==> src/rtl/cdb_issue_scheduler.sv <==
// cdb_issue_scheduler
// Round-robin issue arbiter for N issue queues feeding N execution units that
// share a single common data bus. A shift-register reservation table books
// the CDB cycle of every issued instruction so that no two results ever
// collide. Non-pipelined units are held off until their previous result
// reaches the CDB.
`timescale 1ns/1ps
module cdb_issue_scheduler #(
  parameter int                         NUM_UNITS = 4,
  parameter int                         LAT_W     = 3,
  parameter int                         MAX_LAT   = 6,
  parameter logic [NUM_UNITS*LAT_W-1:0] UNIT_LAT  = 12'h5A1,
  parameter logic [NUM_UNITS-1:0]       PIPELINED = 4'b1011
) (
  input  logic                 clk,
  input  logic                 rst,
  input  logic [NUM_UNITS-1:0] ready,
  input  logic [NUM_UNITS-1:0] unit_busy,
  output logic [NUM_UNITS-1:0] issue,
  output logic                 cdb_valid,
  output logic [NUM_UNITS-1:0] cdb_sel
);

  localparam int PTR_W = (NUM_UNITS > 1) ? $clog2(NUM_UNITS) : 1;

  // Reservation table: slot k booked means the CDB is used k cycles from now.
  logic [MAX_LAT-1:0] rsv_vld;
  logic [PTR_W-1:0]   rsv_idx [MAX_LAT];
  logic [MAX_LAT-1:0] rsv_set;

  logic [PTR_W-1:0]   rr_ptr;
  logic [LAT_W-1:0]   busy_cnt [NUM_UNITS];
  logic [LAT_W-1:0]   lat_m1   [NUM_UNITS];

  logic [NUM_UNITS-1:0] slot_free;
  logic [NUM_UNITS-1:0] unit_idle;
  logic [NUM_UNITS-1:0] elig;
  logic [NUM_UNITS-1:0] grant;
  logic [PTR_W-1:0]     grant_idx;
  logic [PTR_W-1:0]     cand;
  logic                 grant_vld;

  // Per-unit constants and eligibility. A unit of latency L lands in slot
  // L-1 after this cycle's shift, so it needs slot L free right now; a
  // latency of MAX_LAT always targets the freshly emptied top slot.
  for (genvar g = 0; g < NUM_UNITS; g++) begin : g_unit
    localparam int LAT = int'(UNIT_LAT[g*LAT_W +: LAT_W]);

    if (LAT < 1 || LAT > MAX_LAT) begin : g_bad_lat
      $error("cdb_issue_scheduler: unit %0d latency %0d outside 1..%0d", g, LAT, MAX_LAT);
    end

    assign lat_m1[g] = LAT_W'(LAT - 1);

    if (LAT >= MAX_LAT) begin : g_top_slot
      assign slot_free[g] = 1'b1;
    end else begin : g_mid_slot
      assign slot_free[g] = ~rsv_vld[LAT];
    end

    if (PIPELINED[g]) begin : g_pipe
      assign unit_idle[g] = 1'b1;
    end else begin : g_nonpipe
      assign unit_idle[g] = (busy_cnt[g] == '0);
    end

    assign elig[g] = ready[g] & ~unit_busy[g] & slot_free[g] & unit_idle[g];
  end

  // Round-robin pick: first eligible unit at or after rr_ptr, wrapping.
  always_comb begin
    grant     = '0;
    grant_idx = '0;
    grant_vld = 1'b0;
    cand      = '0;
    for (int i = 0; i < NUM_UNITS; i++) begin
      cand = PTR_W'((int'(rr_ptr) + i) % NUM_UNITS);
      if (!grant_vld && elig[cand]) begin
        grant_vld = 1'b1;
        grant_idx = cand;
      end
    end
    grant[grant_idx] = grant_vld;
  end

  // The grant doubles as the queue's dequeue strobe, so it must be silent in reset.
  assign issue = rst ? '0 : grant;

  // Decode which reservation slot the granted unit books.
  always_comb begin
    rsv_set = '0;
    for (int k = 0; k < MAX_LAT; k++) begin
      rsv_set[k] = grant_vld && (lat_m1[grant_idx] == LAT_W'(k));
    end
  end

  // Control state: reservation valids, round-robin pointer, busy counters.
  always_ff @(posedge clk) begin
    if (rst) begin
      rsv_vld <= '0;
      rr_ptr  <= '0;
      for (int u = 0; u < NUM_UNITS; u++) begin
        busy_cnt[u] <= '0;
      end
    end else begin
      rsv_vld <= (rsv_vld >> 1) | rsv_set;
      if (grant_vld) begin
        rr_ptr <= (grant_idx == PTR_W'(NUM_UNITS - 1)) ? '0 : grant_idx + 1'b1;
      end
      for (int u = 0; u < NUM_UNITS; u++) begin
        if (grant[u] && !PIPELINED[u]) begin
          busy_cnt[u] <= lat_m1[u];
        end else if (busy_cnt[u] != '0) begin
          busy_cnt[u] <= busy_cnt[u] - 1'b1;
        end
      end
    end
  end

  // Unit indices ride along with the valids; meaningless where the valid is clear.
  always_ff @(posedge clk) begin
    for (int k = 0; k < MAX_LAT - 1; k++) begin
      rsv_idx[k] <= rsv_set[k] ? grant_idx : rsv_idx[k+1];
    end
    rsv_idx[MAX_LAT-1] <= grant_idx;
  end

  // CDB mux select straight from the head of the table.
  always_comb begin
    cdb_sel = '0;
    for (int u = 0; u < NUM_UNITS; u++) begin
      cdb_sel[u] = rsv_vld[0] && (rsv_idx[0] == PTR_W'(u));
    end
  end

  assign cdb_valid = rsv_vld[0];

endmodule

==> config.mk <==
export PLATFORM = sky130hd
export DESIGN_NAME = cdb_issue_scheduler
export DESIGN_NICKNAME = d
export VERILOG_FILES = /design/src/rtl/cdb_issue_scheduler.sv
export SDC_FILE = /design/constraint.sdc
export NUM_CORES = 1
export LEC_CHECK = 0
export ABC_AREA = 1
export CORE_ASPECT_RATIO = 0.75
export CORE_MARGIN = 5
export CORE_UTILIZATION = 35
export DETAILED_ROUTE_END_ITERATION = 7
export SETUP_SLACK_MARGIN = 0.15
export SLEW_MARGIN = 25
export SYNTH_ARGS = -nofsm -noshare
export SYNTH_HDL_FRONTEND = slang
export SYNTH_SLANG_ARGS = --single-unit
export TNS_END_PERCENT = 10
==> constraint.sdc <==
create_clock -name clk -period 7.4 [get_ports clk]
set_input_delay 2.22 -clock clk [delete_from_list [all_inputs] [get_ports clk]]
set_output_delay 2.22 -clock clk [all_outputs]
set_load 0.02 [all_outputs]
==> impl_results.html, run 1 <==
<table>
<tr><th>Metric</th><th>Value</th></tr>
<tr><th colspan="2">Run status</th></tr>
<tr><td>Status</td><td>complete, no violations</td></tr>
<tr><th colspan="2">Drt</th></tr>
<tr><td>Remaining DRCs</td><td>0</td></tr>
<tr><td>Pre-Repair DR Iteration Count</td><td>4</td></tr>
<tr><td>Average routed wire per standard cell</td><td>11.1 um</td></tr>
<tr><td>Number of nets still failing antenna checks after routing</td><td>0</td></tr>
<tr><td>Vias per cell</td><td>4.69</td></tr>
<tr><td>WL final</td><td>2560 um</td></tr>
<tr><td>Number of DRC violations after detailed-routing iteration 0</td><td>29</td></tr>
<tr><td>Via count of the routed design</td><td>1088</td></tr>
<tr><th colspan="2">Cells and area</th></tr>
<tr><td>Final antenna diode count</td><td>0</td></tr>
<tr><td>Multi-input combinational cell area</td><td>653 um^2</td></tr>
<tr><td>Filler cell count</td><td>340</td></tr>
<tr><td>Signed area change from the synthesized netlist to the final layout</td><td>22.7%</td></tr>
<tr><td>Nets</td><td>209</td></tr>
<tr><td>Sequential cell area</td><td>490 um^2</td></tr>
<tr><td>Share of post-route cells with drive strength above 1</td><td>14.6%</td></tr>
<tr><th colspan="2">Worst setup path</th></tr>
<tr><td>Element type at the critical path end</td><td>output pin</td></tr>
<tr><td>Crit Path Class</td><td>input pin to output pin</td></tr>
<tr><td>CP startpoint kind</td><td>input pin</td></tr>
<tr><td>Required arrival time at the worst endpoint</td><td>5.18 ns</td></tr>
<tr><td>Maximum fanout along the worst path</td><td>8</td></tr>
<tr><td>Reg2reg start</td><td>busy_cnt[2][0]$_SDFFCE_PN0P_</td></tr>
<tr><td>Number of cell instances on the worst register-to-register path</td><td>17</td></tr>
<tr><td>Crit path DAT</td><td>4.83 ns</td></tr>
<tr><td>Capture point of the worst reg-to-reg path</td><td>busy_cnt[2][2]$_SDFFCE_PN0P_</td></tr>
<tr><td>Register-to-register setup slack</td><td>4.67 ns</td></tr>
<tr><th colspan="2">Clocking</th></tr>
<tr><td>Clock tree from TritonCTS</td><td>done</td></tr>
<tr><td>Clock slew at reported path FFs</td><td>0.08 ns</td></tr>
<tr><td>Clock tree root driver cell</td><td>sky130_fd_sc_hd__clkbuf_8</td></tr>
<tr><td>Clock tree buffer depth</td><td>2</td></tr>
<tr><td>Clock latency on the worst-skew pair</td><td>0.26 ns</td></tr>
<tr><td>Number of buffers added by the clock tree synthesis step</td><td>3</td></tr>
<tr><td>Sink count of the clock tree</td><td>23</td></tr>
<tr><td>Total number of H-tree levels</td><td>1</td></tr>
<tr><td>Post-CTS setup buffer count</td><td>0</td></tr>
<tr><td># hold bufs at CTS</td><td>0</td></tr>
<tr><th colspan="2">Global routing</th></tr>
<tr><td>Global-route wire length before repair</td><td>4600 um</td></tr>
<tr><td>GRT Util Overall</td><td>11.8%</td></tr>
<tr><td>Total overflow reported by the global router</td><td>0</td></tr>
<tr><td>Pin count of the biggest net entering global routing</td><td>14</td></tr>
<tr><td>Number of antenna violations at the first check in global routing</td><td>0</td></tr>
<tr><td>Via count of the first global-routing pass</td><td>1072</td></tr>
<tr><th colspan="2">Yosys</th></tr>
<tr><td>Number of synthesized flops with an enable pin</td><td>3</td></tr>
<tr><td>Top post-synthesis cells by count</td><td>34 x sky130_fd_sc_hd__nand2_1, 23 x sky130_fd_sc_hd__nand3_1, 22 x sky130_fd_sc_hd__inv_1</td></tr>
<tr><td>Cell variety after synth</td><td>24</td></tr>
<tr><td>Sequential share of the synthesized area</td><td>39.2%</td></tr>
<tr><td>Synth Area in XOR/XNOR</td><td>2.70%</td></tr>
<tr><td>FFs w/ async S/R, synth</td><td>0%</td></tr>
<tr><td>Share of synthesized area spent on multiplexers</td><td>0%</td></tr>
<tr><td>Synth Area per Inst</td><td>7.36 um^2</td></tr>
<tr><td>Fraction of post-synthesis cell area in the top cell type by area</td><td>32.0%</td></tr>
<tr><td>Cell accounting for the most synthesized area</td><td>sky130_fd_sc_hd__dfxtp_1</td></tr>
<tr><td>Post-synthesis cell area</td><td>1250 um^2</td></tr>
<tr><td>Largest family of logic cells by synthesized area</td><td>simple AND/OR/NAND/NOR gates</td></tr>
<tr><td>Synth Area in Adders</td><td>6.00%</td></tr>
<tr><td>Most common cell in the synthesized netlist</td><td>sky130_fd_sc_hd__nand2_1</td></tr>
<tr><td>Post-synth net total</td><td>186</td></tr>
<tr><td>Number of instances in the synthesized netlist</td><td>170</td></tr>
<tr><td>Prevailing post-synth register cell</td><td>sky130_fd_sc_hd__dfxtp_1</td></tr>
<tr><td>Count of synthesis-stage warnings from yosys</td><td>0</td></tr>
<tr><td>Post-synthesis register bit count</td><td>23</td></tr>
<tr><td>Basic-gate share of the synthesized area counting and, or, nand and nor cells</td><td>38.5%</td></tr>
<tr><td>Synth top area cells</td><td>sky130_fd_sc_hd__dfxtp_1 32%, sky130_fd_sc_hd__nand2_1 10%, sky130_fd_sc_hd__nand3_1 9.2%, sky130_fd_sc_hd__edfxtp_1 7.2%, sky130_fd_sc_hd__inv_1 6.6%</td></tr>
<tr><td>Post-synthesis compound-gate area fraction</td><td>4.40%</td></tr>
<tr><th colspan="2">STA</th></tr>
<tr><td>Final hold violation count</td><td>0</td></tr>
<tr><td>Worst hold slack</td><td>0.431 ns</td></tr>
<tr><td>RSZ-0062 raised after global routing</td><td>yes</td></tr>
<tr><td>Setup TNS</td><td>0 ns</td></tr>
<tr><td>Count of final max-slew check failures</td><td>0</td></tr>
<tr><td>Worst setup skew after layout</td><td>0.00364 ns</td></tr>
<tr><td>Post-layout minimum cycle time</td><td>7.05 ns</td></tr>
<tr><td>Transition time of the tightest slew-check pin</td><td>0.486 ns</td></tr>
<tr><td>Maximum clock frequency</td><td>142 MHz</td></tr>
<tr><td>Slew margin rel.</td><td>67.5%</td></tr>
<tr><td>Post-route clock period utilization</td><td>95.2%</td></tr>
<tr><td>Setup violations, final</td><td>0</td></tr>
<tr><th colspan="2">Floorplan</th></tr>
<tr><td>Top-level I/O count</td><td>19</td></tr>
<tr><td>X dimension of the die</td><td>79.0 um</td></tr>
<tr><td>Core Region</td><td>3360 um^2</td></tr>
<tr><td>Initial core utilization</td><td>37.3%</td></tr>
<tr><td>Y dimension of the die</td><td>61.8 um</td></tr>
<tr><td>Full die area</td><td>4880 um^2</td></tr>
<tr><td>Placement Rows</td><td>18</td></tr>
<tr><th colspan="2">Worst hold path</th></tr>
<tr><td>Worst hold path endpoint</td><td>rsv_idx[0][0]$_DFF_P_</td></tr>
<tr><td>Worst min path class</td><td>flip-flop to flip-flop</td></tr>
<tr><td>Worst Min Path Start</td><td>rsv_idx[1][0]$_DFF_P_</td></tr>
<tr><td>Number of stages on the worst hold path</td><td>2</td></tr>
<tr><th colspan="2">Power and ir drop</th></tr>
<tr><td>Static leakage</td><td>0.735 nW</td></tr>
<tr><td>Post-layout total power</td><td>0.834 mW</td></tr>
<tr><td>Peak ir drop on the vdd network</td><td>229 uV</td></tr>
<tr><td>Pwr Density</td><td>543 nW/um^2</td></tr>
<tr><th colspan="2">Job</th></tr>
<tr><td>Max_cap viols</td><td>0</td></tr>
<tr><th colspan="2">Placement</th></tr>
<tr><td>Buffers on Ports</td><td>18</td></tr>
<tr><td>Weighted congestion at the end of routability-driven global placement</td><td>0.882</td></tr>
<tr><td>Placed wire-length estimate after detailed placement</td><td>2030 um</td></tr>
</table>
placed cells by master, fill, tap and decap left out:
master	count
sky130_fd_sc_hd__a21oi_1	5
sky130_fd_sc_hd__a31oi_1	1
sky130_fd_sc_hd__buf_4	2
sky130_fd_sc_hd__clkbuf_8	3
sky130_fd_sc_hd__clkdlybuf4s50_1	17
sky130_fd_sc_hd__clkinv_2	1
sky130_fd_sc_hd__dfxtp_1	20
sky130_fd_sc_hd__dlymetal6s2s_1	1
sky130_fd_sc_hd__edfxtp_1	3
sky130_fd_sc_hd__ha_1	6
sky130_fd_sc_hd__inv_1	22
sky130_fd_sc_hd__inv_2	4
sky130_fd_sc_hd__nand2_1	34
sky130_fd_sc_hd__nand2_2	8
sky130_fd_sc_hd__nand3_1	23
sky130_fd_sc_hd__nand3_2	2
sky130_fd_sc_hd__nand4_1	4
sky130_fd_sc_hd__nand4_4	1
sky130_fd_sc_hd__nor2_1	19
sky130_fd_sc_hd__nor2_2	5
sky130_fd_sc_hd__nor3_1	4
sky130_fd_sc_hd__o21ai_0	2
sky130_fd_sc_hd__o21ai_1	1
sky130_fd_sc_hd__o21ai_4	1
sky130_fd_sc_hd__xnor2_1	1
sky130_fd_sc_hd__xnor2_2	1
sky130_fd_sc_hd__xor2_1	1
kinds of logic (layout without fill, tap and decap cells):
group | after synthesis | after routing
XOR/XNOR | 3 | 3
flip-flops | 23 | 23
AO/OA/AOI/OAI | 10 | 10
AND/OR/NAND/NOR | 100 | 100
adder cells (fa/ha/maj) | 6 | 6
buffers and inverters | 28 | 50
power breakdown:
group	total, mW	switching (mW)	internal (mW)
Combinational	0.539	0.343	0.195
Clock	0.0770	0.0394	0.0375
Sequential	0.218	0.0290	0.189
through the flow:
stage / setup slack [ns] / area (um^2) / utilization [%] / instances
final: 0.354 / 1540 / 45.7 / 232
after global routing: 0.0949 / 1540 / 45.7 / 232
after CTS: 0.274 / 1530 / 45.5 / 232
after detailed placement: 0.297 / 1480 / 44.1 / 228
after global placement: 0.355 / 1480 / 44.1 / 228
after floorplan: 1.33 / 1250 / - / 170
metal layers:
layer | wire, um | global-route usage (%) | vias to the layer above
met2 | 1120 | 19.7 | 18
met4 | 12 | 2.70 | 0
met3 | 126 | 3.31 | 2
met1 | 1300 | 15.5 | 481
met5 | 0 | 0 | -
li1 | - | - | 587
registers in the layout, indices dropped and copies added, names as in the netlist:
| register | count |
|---|---|
| rsv_idx | 12 |
| rsv_vld | 6 |
| busy_cnt | 3 |
| rr_ptr | 2 |
layout make-up:
type	count	share of cell area [%]
Inverter	26	6.36
Tap cell	40	3.26
Sequential cell	23	31.9
Multi-Input combinational cell	119	42.5
Timing Repair Buffer	20	12.9
Clock inverter	1	0.326
Clock buffer	3	2.69
timing repair:
| action | CTS | global route |
|---|---|---|
| endpoints found under the setup margin | 0 | 2 |
| hold endpoints to repair | 0 | 0 |
| gates resized for setup | 0 | 2 |
critical path: stages:
cell	delay (ns)
sky130_fd_sc_hd__clkdlybuf4s50_1	0.45
sky130_fd_sc_hd__inv_1	0.03
sky130_fd_sc_hd__nor2_1	0.12
sky130_fd_sc_hd__nand3_1	0.14
sky130_fd_sc_hd__nand3_1	0.10
sky130_fd_sc_hd__nand2_1	0.13
sky130_fd_sc_hd__inv_1	0.08
sky130_fd_sc_hd__nand3_1	0.10
sky130_fd_sc_hd__nand2_1	0.08
sky130_fd_sc_hd__o21ai_1	0.08
sky130_fd_sc_hd__nand2_2	0.07
sky130_fd_sc_hd__buf_4	0.16
sky130_fd_sc_hd__ha_1	0.22
sky130_fd_sc_hd__nand2_2	0.13
sky130_fd_sc_hd__nor2_1	0.11
sky130_fd_sc_hd__clkdlybuf4s50_1	0.62
worst max path at each step:
| stage | start | endpoint | slack, ns | cells past startpoint |
|---|---|---|---|---|
| 6_report | ready[2] | issue[2] | 0.35 | 16 |
| 4_1_cts | unit_busy[0] | issue[1] | 0.27 | 15 |
| 2_1_floorplan | ready[2] | issue[1] | 1.33 | 15 |
| 3_3_place_gp | unit_busy[1] | issue[1] | 0.36 | 15 |
| 3_5_place_dp | unit_busy[1] | issue[1] | 0.30 | 15 |
| 5_1_grt | unit_busy[1] | issue[2] | 0.09 | 15 |
No activity file was read; power rests on OpenSTA's default activity.
==> run 2, diff against run 1 <==
--- a/config.mk
+++ b/config.mk
@@ -6,6 +6,7 @@
 export NUM_CORES = 1
 export LEC_CHECK = 0
 export ABC_AREA = 1
+export CAP_MARGIN = 20
 export CORE_ASPECT_RATIO = 0.75
 export CORE_MARGIN = 5
 export CORE_UTILIZATION = 35
==> results of run 2 <==
Same layout as run 1: the final DEF is identical, and so are final timing and power.
